==> src/rtl/tinst_pkg.sv <==
// ---------------------------------------------------------------------------
// tinst_pkg
// Shared definitions for the tensor-instruction scheduler: instruction type
// codes, field widths, the queued instruction entry and the scheduler FSM
// state encoding.
// ---------------------------------------------------------------------------
package tinst_pkg;

    localparam int ADDR_WIDTH           = 64;
    localparam int TINST_TYPE_WIDTH     = 2;
    localparam int TMMA_PRECISION_WIDTH = 1;

    localparam logic [TINST_TYPE_WIDTH-1:0] TINST_TYPE_TMMA     = 2'd0;
    localparam logic [TINST_TYPE_WIDTH-1:0] TINST_TYPE_PRELOADA = 2'd1;
    localparam logic [TINST_TYPE_WIDTH-1:0] TINST_TYPE_PRELOADC = 2'd2;

    typedef struct packed {
        logic [TINST_TYPE_WIDTH-1:0]     tinst_type;
        logic [ADDR_WIDTH-1:0]           addr0;
        logic [ADDR_WIDTH-1:0]           addr1;
        logic [TMMA_PRECISION_WIDTH-1:0] precision;
        logic                            acc;
    } tinst_t;

    typedef enum logic [1:0] {
        S_IDLE  = 2'd0,
        S_STALL = 2'd1,
        S_ISSUE = 2'd2,
        S_EXEC  = 2'd3
    } sched_state_e;

    function automatic logic is_legal_type(input logic [TINST_TYPE_WIDTH-1:0] t);
        return (t == TINST_TYPE_TMMA) || (t == TINST_TYPE_PRELOADA) ||
               (t == TINST_TYPE_PRELOADC);
    endfunction

endpackage

==> src/rtl/tinst_sched_fifo.sv <==
// ---------------------------------------------------------------------------
// tinst_sched_fifo
// Synchronous instruction FIFO with registered state. The head entry is read
// straight from storage, so a pushed entry becomes visible one cycle after the
// push edge. Flush discards everything except, optionally, the head entry.
// Ports:
//   clk, rst          clock, async active-high reset
//   push, push_data   write one entry (caller guarantees ~full)
//   pop               remove head entry (caller guarantees ~empty)
//   flush             discard queued entries; a same-cycle push is dropped
//   flush_keep_head   on flush, retain the head entry unless it is popped
//   head              current head entry
//   empty, full       occupancy flags
// ---------------------------------------------------------------------------
module tinst_sched_fifo
    import tinst_pkg::*;
#(
    parameter int DEPTH = 4
) (
    input  logic   clk,
    input  logic   rst,
    input  logic   push,
    input  tinst_t push_data,
    input  logic   pop,
    input  logic   flush,
    input  logic   flush_keep_head,
    output tinst_t head,
    output logic   empty,
    output logic   full
);

    localparam int PW = $clog2(DEPTH);
    localparam int CW = PW + 1;

    tinst_t          mem [DEPTH];
    logic [PW-1:0]   rd_ptr;
    logic [PW-1:0]   wr_ptr;
    logic [CW-1:0]   count;
    logic            keep_one;

    // A head that is popped on the flush cycle has left for the array, so
    // nothing is kept in that case.
    assign keep_one = flush_keep_head & ~pop & (count != '0);

    always_ff @(posedge clk or posedge rst) begin
        if (rst) begin
            rd_ptr <= '0;
            wr_ptr <= '0;
            count  <= '0;
            for (int i = 0; i < DEPTH; i++) begin
                mem[i] <= '0;
            end
        end else if (flush) begin
            rd_ptr <= rd_ptr + PW'(pop);
            wr_ptr <= rd_ptr + PW'(pop) + PW'(keep_one);
            count  <= CW'(keep_one);
        end else begin
            if (push) begin
                mem[wr_ptr] <= push_data;
                wr_ptr      <= wr_ptr + 1'b1;
            end
            if (pop) begin
                rd_ptr <= rd_ptr + 1'b1;
            end
            count <= count + CW'(push) - CW'(pop);
        end
    end

    assign head  = mem[rd_ptr];
    assign empty = (count == '0);
    assign full  = (count == CW'(DEPTH));

endmodule

==> src/rtl/tinst_sched.sv <==
// ---------------------------------------------------------------------------
// tinst_sched
// In-order tensor-instruction scheduler in front of sarray_top. Queues
// PRELOADA / PRELOADC / TMMA from decode, keeps one instruction in flight and
// tracks A-buffer ping-pong occupancy so TMMA never issues without a loaded
// A tile and PRELOADA never overwrites a live one.
//
// Handshakes: a transfer happens on a rising clk edge where valid & ready are
// both 1. Once issue_tinst_valid_o is raised it stays high with a stable
// payload until the transfer; only reset may drop it. in_tinst_ready_o does
// not depend on in_tinst_valid_i.
//
// Ports:
//   clk, rst                         clock, async active-high reset
//   in_tinst_*                       decode-side instruction push (valid/ready)
//   issue_tinst_*                    head-of-queue issue to sarray_top
//   tinst_done_i                     1-cycle pulse, in-flight op finished
//   flush_i                          discard queued, not yet presented entries
//   busy_o                           queue non-empty or op in flight
//   a_buf_cnt_o                      loaded A-buffer slots
//   err_o                            1-cycle pulse on protocol/program error
//   dbg_state_o                      scheduler FSM state
//   perf_issue_cnt_o, perf_stall_cnt_o  saturating counters, only when
//                                    TINST_SCHED_PERF_EN is defined
// ---------------------------------------------------------------------------
module tinst_sched
    import tinst_pkg::*;
#(
    parameter int QUEUE_DEPTH = 4,
    parameter int A_BUF_NUM   = 2
) (
    input  logic                            clk,
    input  logic                            rst,
    input  logic                            in_tinst_valid_i,
    output logic                            in_tinst_ready_o,
    input  logic [TINST_TYPE_WIDTH-1:0]     in_tinst_type_i,
    input  logic [ADDR_WIDTH-1:0]           in_tinst_addr0_i,
    input  logic [ADDR_WIDTH-1:0]           in_tinst_addr1_i,
    input  logic [TMMA_PRECISION_WIDTH-1:0] in_tinst_precision_i,
    input  logic                            in_tinst_acc_i,
    output logic                            issue_tinst_valid_o,
    input  logic                            issue_tinst_ready_i,
    output logic [TINST_TYPE_WIDTH-1:0]     issue_tinst_type_o,
    output logic [ADDR_WIDTH-1:0]           issue_tinst_addr0_o,
    output logic [ADDR_WIDTH-1:0]           issue_tinst_addr1_o,
    output logic [TMMA_PRECISION_WIDTH-1:0] issue_tinst_precision_o,
    output logic                            issue_tinst_acc_o,
    input  logic                            tinst_done_i,
    input  logic                            flush_i,
    output logic                            busy_o,
    output logic [1:0]                      a_buf_cnt_o,
    output logic                            err_o,
    output logic [1:0]                      dbg_state_o
`ifdef TINST_SCHED_PERF_EN
    ,
    output logic [31:0]                     perf_issue_cnt_o,
    output logic [31:0]                     perf_stall_cnt_o
`endif
);

    localparam logic [1:0] A_MAX = 2'(A_BUF_NUM);

    tinst_t                      in_entry;
    tinst_t                      head;
    logic                        fifo_empty;
    logic                        fifo_full;
    logic                        in_fire;
    logic                        in_legal;
    logic                        push;
    logic                        issue_fire;
    logic                        head_avail;
    logic                        done_ok;

    sched_state_e                state_q;
    logic                        issue_valid_q;
    logic                        inflight_q;
    logic [TINST_TYPE_WIDTH-1:0] inflight_type_q;
    logic [1:0]                  a_cnt_q;
    logic [1:0]                  a_cnt_next;
    logic                        err_q;

    function automatic logic hazard(input logic [TINST_TYPE_WIDTH-1:0] t,
                                    input logic [1:0] cnt);
        logic h;
        h = 1'b0;
        if (t == TINST_TYPE_PRELOADA) begin
            h = (cnt >= A_MAX);
        end else if (t == TINST_TYPE_TMMA) begin
            h = (cnt == 2'd0);
        end
        return h;
    endfunction

    assign in_entry = '{tinst_type: in_tinst_type_i,
                        addr0:      in_tinst_addr0_i,
                        addr1:      in_tinst_addr1_i,
                        precision:  in_tinst_precision_i,
                        acc:        in_tinst_acc_i};

    assign in_tinst_ready_o = ~fifo_full;
    assign in_fire          = in_tinst_valid_i & ~fifo_full;
    assign in_legal         = is_legal_type(in_tinst_type_i);
    // Illegal types are accepted (ready stays honest) but never stored.
    assign push             = in_fire & in_legal & ~flush_i;
    assign issue_fire       = issue_valid_q & issue_tinst_ready_i;
    assign done_ok          = tinst_done_i & inflight_q;
    // In states where nothing is presented a flush empties the queue, so the
    // FSM must not act on a head that is about to disappear.
    assign head_avail       = ~fifo_empty & ~flush_i;

    tinst_sched_fifo #(
        .DEPTH(QUEUE_DEPTH)
    ) u_fifo (
        .clk            (clk),
        .rst            (rst),
        .push           (push),
        .push_data      (in_entry),
        .pop            (issue_fire),
        .flush          (flush_i),
        .flush_keep_head(issue_valid_q),
        .head           (head),
        .empty          (fifo_empty),
        .full           (fifo_full)
    );

    // Occupancy after a completing op; saturates at both ends.
    always_comb begin
        a_cnt_next = a_cnt_q;
        if (done_ok) begin
            if (inflight_type_q == TINST_TYPE_PRELOADA && a_cnt_q < A_MAX) begin
                a_cnt_next = a_cnt_q + 2'd1;
            end else if (inflight_type_q == TINST_TYPE_TMMA && a_cnt_q != 2'd0) begin
                a_cnt_next = a_cnt_q - 2'd1;
            end
        end
    end

    always_ff @(posedge clk or posedge rst) begin
        if (rst) begin
            state_q         <= S_IDLE;
            issue_valid_q   <= 1'b0;
            inflight_q      <= 1'b0;
            inflight_type_q <= '0;
            a_cnt_q         <= 2'd0;
            err_q           <= 1'b0;
        end else begin
            a_cnt_q <= a_cnt_next;
            err_q   <= (in_fire & ~in_legal) | (tinst_done_i & ~inflight_q);
            // Entering STALL always means nothing is in flight, so the hazard
            // can never clear by itself: flag it as a deadlock.
            case (state_q)
                S_IDLE: begin
                    if (head_avail) begin
                        if (hazard(head.tinst_type, a_cnt_q)) begin
                            state_q <= S_STALL;
                            err_q   <= 1'b1;
                        end else begin
                            state_q       <= S_ISSUE;
                            issue_valid_q <= 1'b1;
                        end
                    end
                end
                S_STALL: begin
                    if (!head_avail) begin
                        state_q <= S_IDLE;
                    end else if (!hazard(head.tinst_type, a_cnt_q)) begin
                        state_q       <= S_ISSUE;
                        issue_valid_q <= 1'b1;
                    end
                end
                S_ISSUE: begin
                    if (issue_fire) begin
                        state_q         <= S_EXEC;
                        issue_valid_q   <= 1'b0;
                        inflight_q      <= 1'b1;
                        inflight_type_q <= head.tinst_type;
                    end
                end
                S_EXEC: begin
                    if (done_ok) begin
                        inflight_q <= 1'b0;
                        if (!head_avail) begin
                            state_q <= S_IDLE;
                        end else if (hazard(head.tinst_type, a_cnt_next)) begin
                            state_q <= S_STALL;
                            err_q   <= 1'b1;
                        end else begin
                            state_q       <= S_ISSUE;
                            issue_valid_q <= 1'b1;
                        end
                    end
                end
                default: begin
                    state_q       <= S_IDLE;
                    issue_valid_q <= 1'b0;
                end
            endcase
        end
    end

`ifdef TINST_SCHED_PERF_EN
    logic [31:0] perf_issue_q;
    logic [31:0] perf_stall_q;

    always_ff @(posedge clk or posedge rst) begin
        if (rst) begin
            perf_issue_q <= '0;
            perf_stall_q <= '0;
        end else begin
            if (issue_fire && perf_issue_q != 32'hFFFF_FFFF) begin
                perf_issue_q <= perf_issue_q + 32'd1;
            end
            if (state_q == S_STALL && perf_stall_q != 32'hFFFF_FFFF) begin
                perf_stall_q <= perf_stall_q + 32'd1;
            end
        end
    end

    assign perf_issue_cnt_o = perf_issue_q;
    assign perf_stall_cnt_o = perf_stall_q;
`endif

    assign issue_tinst_valid_o     = issue_valid_q;
    assign issue_tinst_type_o      = head.tinst_type;
    assign issue_tinst_addr0_o     = head.addr0;
    assign issue_tinst_addr1_o     = head.addr1;
    assign issue_tinst_precision_o = head.precision;
    assign issue_tinst_acc_o       = head.acc;
    assign busy_o                  = ~fifo_empty | inflight_q;
    assign a_buf_cnt_o             = a_cnt_q;
    assign err_o                   = err_q;
    assign dbg_state_o             = state_q;

endmodule

==> config.mk <==
export PLATFORM = sky130hd
export DESIGN_NAME = tinst_sched
export DESIGN_NICKNAME = d
export VERILOG_FILES = /design/src/rtl/tinst_pkg.sv /design/src/rtl/tinst_sched_fifo.sv /design/src/rtl/tinst_sched.sv
export SDC_FILE = /design/constraint.sdc
export NUM_CORES = 1
export LEC_CHECK = 0
export CAP_MARGIN = 40
export CORE_MARGIN = 2
export CORE_UTILIZATION = 63
export CTS_BUF_LIST = sky130_fd_sc_hd__clkbuf_8
export CTS_CLUSTER_DIAMETER = 50
export DETAILED_ROUTE_END_ITERATION = 7
export PLACE_DENSITY = 0.95
export SETUP_SLACK_MARGIN = 0.15
export SLEW_MARGIN = 20
export SYNTH_ARGS = -nofsm -noshare
export SYNTH_HDL_FRONTEND = slang
export SYNTH_SLANG_ARGS = --single-unit
==> constraint.sdc <==
create_clock -name clk -period 35 [get_ports clk]
set_input_delay 5.25 -clock clk [delete_from_list [all_inputs] [get_ports clk]]
set_output_delay 5.25 -clock clk [all_outputs]
set_load 0.01 [all_outputs]
==> metrics.cfg <==
[sta]
final_hold_viol_count=0
slew_viol_final=0
slew_headroom_pct=47.2
max_freq_mhz=115
worst_pin_slew_ps=789
finClkSkew_ps=21.7
period_share_pct=24.9
setup_tns_ps=0
period_needed_ps=8730
setup_violations=0
rsz0062_at_grt=no

[cts]
postCtsSetupBuffers=0
cts.reportedPaths.clkPinSlew_ps=60
clk_path_buf_depth=3
clock_sinks=544
cts_root_buf=clkbuf_8
clk_latency_ps=640
cts_tree=done
cts.repair.resized=0
cts_buffers=86
htree_levels=3
cts_hold_buf=0

[floorplan]
die_x_um=198
rows=71
die_h_um=198
core_area_mm2=0.0374
io_pins=278
die_area_mm2=0.0393
initial_core_util_pct=63.5

[logic_synthesis]
netlist-cell-type-count=39
yosys.area_share.simple_pct=0.737
synth_top_family_by_area=multiplexers
synth.area.top_cells=dfrtp_1, mux2_2, mux4_2
async_reset_ff_share_pct=100
ys_ff_latch=544
synth_compound_area_share_pct=1.08
synth_cells=1407
synth-edff-count=0
ys.flop_type=dfrtp_1
synth_top_area_cell=dfrtp_1
synthXorXnorAreaFrac_pct=0.332
synth_warnings=0
ys_seq_area_share_pct=57.3
synth-adder-area-share_pct=0.822
synthesis.nets=1560
syn_area_per_cell_um2=16.9
syn_area_mm2=0.0238
synth_mux_area_share_pct=37.9
synth_top_area_share_pct=57.3

[global_routing]
grt_max_degree=196
grt_util_met2_pct=49.4
gr-total-overflow=0
antenna_found_initial=8
first_global_vias=15700
grt_use_met3_pct=7.24
grt_pass1_wl_mm=87.5
top_usage_layer=met2
track_usage_pct=29.4
grtUsageMet1_pct=36.1

[final_layout]
nets=1867
fillers=1958
instances_no_fill=2288
drive_gt1_share_pct=46.3
area_growth_pct=21.9

[placed_design]
port_buffers=277
gp_congestion=0.782
hpwl_mm=35.0
dp_cells=2134

[setup_path]
critPathMaxStageDelay_ps=610
critPathSlowestCell=dfrtp_4
cp-start-kind=flop
crit_chain=buf_12 -> buf_4 -> buf_16 -> mux4_2 -> clkdlybuf4s50_1
critPathCaptureType=primary output
required_ps=29750
path_max_fanout=29
cp_top_family=buffers and inverters
cp_num_buf_inv=4
reg2reg_slack_ps=31390
path_class=reg -> out
crit_arrival_ps=3480

[power]
pwr_density_cell_mw_per_mm2=101
peakVddDrop_uv=65.8
leakage_nw=12.6

[route]
vias_per_cell=6.06
vias=13900
drc_errors=0
drt-total-wl_mm=56.2
ant_nets=0
firstDrtPassIters=5
wire_per_inst_um=24.6
drt_iter0_markers=712

[outcome]
status=complete, no violations

[flow_run]
maxCapViolations=0

[worst_hold_path]
min_path_type=reg -> reg

flip-flops by register name (all words and copies together) (netlist names):
signal and flops:
u_fifo.wr_ptr 2, dbg_state_o 2, u_fifo.mem 528, u_fifo.count 3
err_o 1, inflight_q 1, issue_tinst_valid_o 1, a_buf_cnt_o 2
inflight_type_q 2, u_fifo.rd_ptr 2
Yosys cell counts, types with 2 or more instances:
master     instances
buf_1             36
nor3b_1            3
dfrtp_1          544
nand3_1            2
mux2i_1            4
xnor2_1            6
a211oi_1           3
inv_1             15
a21oi_1            4
a2111oi_4          2
xor2_1             3
buf_2             33
nor2_1             7
mux4_2           132
clkbuf_1          17
mux2_2           532
nand2b_1           2
o31ai_1            2
ha_1              14
nand2_1           17
o21ai_0           11
per-stage QoR:
step,utilization [%],total power [W],worst slack [ps],area [um2],hold WS [ps]
2_1_floorplan,-,0.00184,14540,23800,474
3_3_place_gp,72.1,0.00230,26070,27000,481
3_5_place_dp,72.9,0.00240,26150,27200,488
4_1_cts,77.2,0.00294,26010,28900,501
5_1_grt,77.5,0.00307,26090,29000,509
6_report,77.5,0.00293,26270,29000,499
layout by cell type (no fill, tap or decap), types with 9 or more instances in the layout:
master,n
dfrtp_1,542
mux4_2,132
mux2_2,532
ha_1,14
buf_4,13
buf_16,9
o21ai_0,11
clkdlybuf4s50_1,277
nand2_1,13
inv_1,46
clkbuf_8,106
power breakdown:
group	total (W)	leakage, nW	switching (W)	internal [W]
Clock	0.000515	0.941	0.000244	0.000271
Combinational	0.00129	5.02	0.000506	0.000787
Sequential	0.00112	6.63	0.000185	0.000939
worst paths after layout:
kind                                              start                          end  depth (start not counted)
setup / recovery           u_fifo.rd_ptr[1]$_DFFE_PP0P_      issue_tinst_addr0_o[61]                          5
hold / removal               u_fifo.mem[28]$_DFFE_PP0P_   u_fifo.mem[28]$_DFFE_PP0P_                          1
setup reg to reg              u_fifo.count[1]$_DFF_PP0_  u_fifo.mem[406]$_DFFE_PP0P_                          9
hold reg to reg              u_fifo.mem[28]$_DFFE_PP0P_   u_fifo.mem[28]$_DFFE_PP0P_                          1
max in group asynchronous                           rst  u_fifo.mem[162]$_DFFE_PP0P_                          7
min in group asynchronous                           rst  u_fifo.mem[464]$_DFFE_PP0P_                          2
worst register-to-register path: cells and delay by family, from the launching register on:
family	cells	cell delay, ps
DFF	1	450
muxes	1	470
and+or+nand+nor	5	1130
buffers and inverters	3	1430
cell type report:
class / count / area [um2] / share of cell area (%)
Antenna cell: 5 / 12.5 / 0.0432
Multi-Input combinational cell: 761 / 9740 / 33.6
Sequential cell: 544 / 13600 / 47.0
Tap cell: 511 / 639 / 2.21
Clock buffer: 106 / 1460 / 5.04
Inverter: 15 / 63.8 / 0.220
Clock inverter: 40 / 175 / 0.605
Timing Repair Buffer: 306 / 3260 / 11.2
cells by family after synthesis:
kind of cell | Yosys count
adder cells (fa/ha/maj) | 15
flip-flops | 544
buffers and inverters | 102
multiplexers | 668
XOR/XNOR | 9
AO/OA/AOI/OAI | 32
AND/OR/NAND/NOR | 37
layer usage:
metal  vias to the layer above  wire (um)
met5                         -         35
met4                         6       1970
met3                       124       3640
met2                       452      29000
met1                      7392      21500
li1                       5883          -
(Power assumes the default switching activity.)
==> variant 1, RTL diff (same settings) <==
Build with the macro `TINST_SCHED_PERF_EN` defined.
--- a/src/rtl/tinst_sched.sv
+++ b/src/rtl/tinst_sched.sv
@@ -23,6 +23,8 @@
 //   perf_issue_cnt_o, perf_stall_cnt_o  saturating counters, only when
 //                                    TINST_SCHED_PERF_EN is defined
 // ---------------------------------------------------------------------------
+`define TINST_SCHED_PERF_EN
+
 module tinst_sched
     import tinst_pkg::*;
 #(
New outputs: perf_issue_cnt_o and perf_stall_cnt_o. Function: not settled (the Yosys comparison gave no result); the edit may change what the design does.
==> variant 1 against the unedited design <==
- setup slack lost 0.21 ns
- register-to-register slack gained 0.09 ns
- sequential cell count grew 64
- area after synthesis grew 12%
- wire length grew 13%
- power grew 7.8%
- final area grew 13%
==> variant 1: results (changes against the unedited design) <==
Global routing
  – Largest net degree at the start of global routing: 207 (was 196)
  – Initial antenna violation count: 6 (was 8)
  – GR Util met3: 0.06315 (was 0.07239)
  – First-pass GRT wire length: 100800 um (was 87540 um)
  – Number of global-route vias before repair: 17980 (was 15700)
  – Met1 usage: 0.3661 (was 0.3613)
  – Total track usage: 0.2956 (was 0.2942)
  – Met2 Use GR: 0.5047 (was 0.4943)

Logic synthesis
  – Synthesis Warnings: 0 (unchanged)
  – Top cells by area, synth: dfrtp_1, mux2_2, mux4_2 (unchanged)
  – Seq/Total Area, Yosys: 0.5726 (was 0.5731)
  – Synth top cells by count: dfrtp_1, mux2_2, mux4_2 (unchanged)
  – Cell variety after synth: 49 (was 39)
  – Asr flop ratio synth: 1.000 (unchanged)
  – Syn_nets: 1826 (was 1560)
  – Synth Flop Type: dfrtp_1 (unchanged)

Outcome
  – Status: complete, no violations (unchanged)

Drt
  – Initial DRC count: 1185 (was 712)
  – Vias per cell: 6.097 (was 6.056)
  – Final wirelength: 63440 um (was 56180 um)
  – First-pass DRT Iterations: 5 (unchanged)

Worst setup path
  – CP max stage cell: dfrtp_4 (unchanged)
  – Worst r2r src: u_fifo.count[1]$_DFF_PP0_ (unchanged)
  – FF-to-FF End: u_fifo.mem[282]$_DFFE_PP0P_ (was u_fifo.mem[406]$_DFFE_PP0P_)
  – Worst Path Arrival: 3.68 ns (was 3.48 ns)
  – Flop2flop setup slack: 31.48 ns (was 31.39 ns)
  – Crit path max fanout: 37 (was 29)
  – R2R depth: 9 (unchanged)
  – Worst Setup SP: u_fifo.rd_ptr[1]$_DFFE_PP0P_ (unchanged)
  – Largest delay share family, worst path: buffers and inverters (unchanged)
  – Critical Path End: issue_tinst_addr0_o[8] (was issue_tinst_addr0_o[61])
  – Crit-path max cell delay: 0.93 ns (was 0.61 ns)

Pwr
  – Peak supply drop: 0.06682 mV (was 0.06584 mV)
  – Sw frac: 0.3158 (was 0.3188)
  – Lkg Pwr: 14.30 nW (was 12.59 nW)

Clock network
  – Max Root-Sink Buffers: 3 (unchanged)
  – Root Driver: clkbuf_8 (unchanged)
  – Worst skew pair latency: 0.67 ns (was 0.64 ns)
  – CTS Buf Count: 99 (was 86)
  – # Post-CTS Setup Buffers: 0 (unchanged)
  – Post-CTS sizing: 0 (unchanged)
  – H-tree level count: 3 (unchanged)
  – Clock Pin Slew Worst Setup and Hold Paths: 0.06 ns (about the same)

Placed design
  – Dpl hpwl: 38860 um (was 35040 um)
  – IO buf count: 341 (was 277)
  – Routability cong.: 0.8610 (was 0.7815)
  – Worst slack, placed: 26.11 ns (was 26.15 ns)

Layout
  – # fillers: 2129 (was 1958)
  – Final nets: 2206 (was 1867)
  – Max reg flops: 528 (unchanged)
  – Largest Register: u_fifo.mem (unchanged)
  – Ratio of cells with drive above 1 in the final layout: 0.3972 (was 0.4628)

STA
  – Max Fclk: 111.9 MHz (was 114.6 MHz)
  – Final Skew: 0.01727 ns (was 0.02174 ns)
  – Relative max-transition margin: 0.4519 (was 0.4722)

Worst hold path
  – Hold Path Class: register to register (unchanged)
## variant 1: per-layer routing
metal	vias up	wire length, um
met4	0	2123
li1	6967	-
met2	549	32990
met5	-	0
met3	151	3467
met1	8649	24860
## variant 1: area by class of cell
class | count | area share
antenna | 7 | 0.0005338
inverter | 20 | 0.002516
timing repair buffer | 367 | 0.1180
tap | 539 | 0.02055
clock inverter | 49 | 0.006748
sequential | 608 | 0.4638
multi-input combinational | 955 | 0.3329
clock buffer | 131 | 0.05494
## variant 1: worst min path at each step
stage	from	end	depth (start not counted)
6_report	perf_issue_cnt_o[24]$_DFFE_PP0P_	perf_issue_cnt_o[24]$_DFFE_PP0P_	1
3_5_place_dp	perf_issue_cnt_o[24]$_DFFE_PP0P_	perf_issue_cnt_o[24]$_DFFE_PP0P_	1
2_1_floorplan	inflight_type_q[1]$_DFFE_PP0P_	inflight_type_q[1]$_DFFE_PP0P_	2
3_3_place_gp	inflight_type_q[1]$_DFFE_PP0P_	inflight_type_q[1]$_DFFE_PP0P_	2
4_1_cts	perf_issue_cnt_o[24]$_DFFE_PP0P_	perf_issue_cnt_o[24]$_DFFE_PP0P_	1
5_1_grt	perf_issue_cnt_o[24]$_DFFE_PP0P_	perf_issue_cnt_o[24]$_DFFE_PP0P_	1
## variant 1: cells by family (layout without fill, tap and decap cells)
logic type | count (synthesis) | in the layout | synth area share
AOI/OAI and AO/OA | 37 | 37 | 0.009372
xor gates and xnor gates | 68 | 68 | 0.02241
adders and majority gates | 17 | 17 | 0.008288
buffers and inverters | 108 | 567 | 0.01733
DFF | 608 | 608 | 0.5726
muxes | 668 | 668 | 0.3389
other | 0 | 7 | 0
and+or+nand+nor | 165 | 165 | 0.03113
## variant 1: power groups by stage
stage	Clock, mW	Sequential (mW)	Combinational [mW]
final	0.615	1.23	1.32
after global placement	0	1.19	1.25
after detailed placement	0	1.23	1.30
after global routing	0.656	1.26	1.39
after CTS	0.625	1.22	1.32
after floorplan	0	1.14	0.816
## variant 1: per-stage QoR
stage                     instance area [um2]  hold slack, ns  utilization  cells
after detailed placement                30690          0.4823       0.7350   2486
after global routing                    32820          0.5109       0.7858   2675
after floorplan                         26570          0.4412            -   1671
final                                   32820          0.4921       0.7859   2676
after CTS                               32720          0.4927       0.7835   2666
after global placement                  30440          0.4584       0.7290   2476
==> variant 2, RTL diff (config.mk and constraints unchanged) <==
Made on the original files. Register the output `dbg_state_o` once more, cleared by the reset; this adds one clock of latency there. The other outputs are not delayed to match.
--- a/src/rtl/tinst_sched.sv
+++ b/src/rtl/tinst_sched.sv
@@ -229,7 +229,13 @@
     assign busy_o                  = ~fifo_empty | inflight_q;
     assign a_buf_cnt_o             = a_cnt_q;
     assign err_o                   = err_q;
-    assign dbg_state_o             = state_q;
+    always_ff @(posedge clk or posedge rst) begin
+        if (rst) begin
+            dbg_state_o <= '0;
+        end else begin
+            dbg_state_o <= state_q;
+        end
+    end
 
 endmodule
 
Formal check against the unedited RTL: not equivalent (a bounded check fails within 4 cycles, from zero or initial values and one cycle with rst high).
==> variant 2 against the unedited design <==
- register-to-register slack improved by 0.04 ns
- worst hold slack worse by 0.028 ns
- power rose by 0.33%
- wire length fell by 3.1%
- setup slack worse by 0.49 ns
- final area up 0.45%
- area after synthesis up 0.18%
- sequential cell count rose by 2
- largest cell class unchanged
==> variant 2: results (changes against the unedited design) <==
Pwr
  – P per Cell Area: 101.1 nW/um2 (was 101.2 nW/um2)
  – Sequential Power Share: 0.386 (was 0.383)
  – Peak supply drop: 0.06834 mV (was 0.06584 mV)
  – Lkg Pwr: 12.71 nW (was 12.59 nW)
  – Sw frac: 0.3127 (was 0.3188)
  – Overall Power: 2.942 mW (was 2.932 mW)
  – Clock Power: 0.539 mW (was 0.515 mW)

STA
  – Final Skew: 0.02428 ns (was 0.02174 ns)

Logic synthesis
  – Synth Area in Adders: 0.008202 (was 0.008217)
  – Cell variety after synth: 36 (was 39)
  – Gate Count Post-Synth: 1406 (was 1407)
  – Seq/Total Area, Yosys: 0.5742 (was 0.5731)
  – Syn_nets: 1559 (was 1560)
  – Synth top cells by count: dfrtp_1, mux2_2, mux4_2 (unchanged)

Layout
  – # fillers: 1979 (was 1958)
  – Ratio of cells with drive above 1 in the final layout: 0.4655 (was 0.4628)
  – Antenna cell count: 0 (was 5)
  – Final nets: 1869 (was 1867)

Worst setup path
  – Crit path max fanout: 37 (was 29)
  – Worst Path Arrival: 3.97 ns (was 3.48 ns)

Placed design
  – Dpl hpwl: 33840 um (was 35040 um)
  – DP Cell Count: 2138 (was 2134)
  – Worst slack, placed: 26.29 ns (was 26.15 ns)

Global routing
  – First-pass GRT wire length: 86260 um (was 87540 um)
  – Initial antenna violation count: 4 (was 8)

Drt
  – Initial DRC count: 653 (was 712)
  – Final wirelength: 54460 um (was 56180 um)

Outcome
  – Status: complete, no violations (unchanged)
## variant 2: cell count changes after synthesis, sizes merged, moves of 2 or more
cell	before	now
a22o	1	4
buf	70	73
clkbuf	17	14
nor2	7	10
o21ai	11	8
a211o	0	2
a211oi	4	2
dfrtp	544	546
nor3	2	4
## variant 2: path summary, 6_finish.rpt
path | slack (ns) | cells after the start | from | endpoint
worst max-delay path | 25.78 | 4 | u_fifo.rd_ptr[1]$_DFFE_PP0P_ | issue_tinst_addr0_o[0]
max in group asynchronous | 27.52 | 7 | rst | u_fifo.mem[141]$_DFFE_PP0P_
worst max register to register | 31.43 | 7 | u_fifo.rd_ptr[1]$_DFFE_PP0P_ | state_q[1]$_DFFE_PP0P_
worst min register to register | 0.47 | 0 | state_q[1]$_DFFE_PP0P_ | dbg_state_o[1]$_DFF_PP0_
worst min-delay path | 0.47 | 0 | state_q[1]$_DFFE_PP0P_ | dbg_state_o[1]$_DFF_PP0_
min in group asynchronous | 4.94 | 2 | rst | u_fifo.mem[487]$_DFFE_PP0P_
## variant 2: worst max-delay path, stage by stage (launching register included)
cell and delay [ns]:
dfrtp_4 0.87, buf_4 0.69, buf_4 0.63, mux4_2 0.62, clkdlybuf4s50_1 0.51
## variant 2: layout make-up
| type | count | share of cell area |
|---|---|---|
| clock buffer | 106 | 0.05014 |
| timing repair buffer | 310 | 0.1121 |
| inverter | 15 | 0.002193 |
| tap | 511 | 0.02197 |
| multi-input combinational | 758 | 0.3341 |
| clock inverter | 48 | 0.009718 |
| sequential | 546 | 0.4698 |
## variant 2: metal layers
layer	track usage	vias up	routed length, um
met5	0	-	44
met2	0.4869	469	27870
met4	0.1181	6	1620
li1	-	5904	-
met3	0.08091	111	3931
met1	0.3547	7375	20990
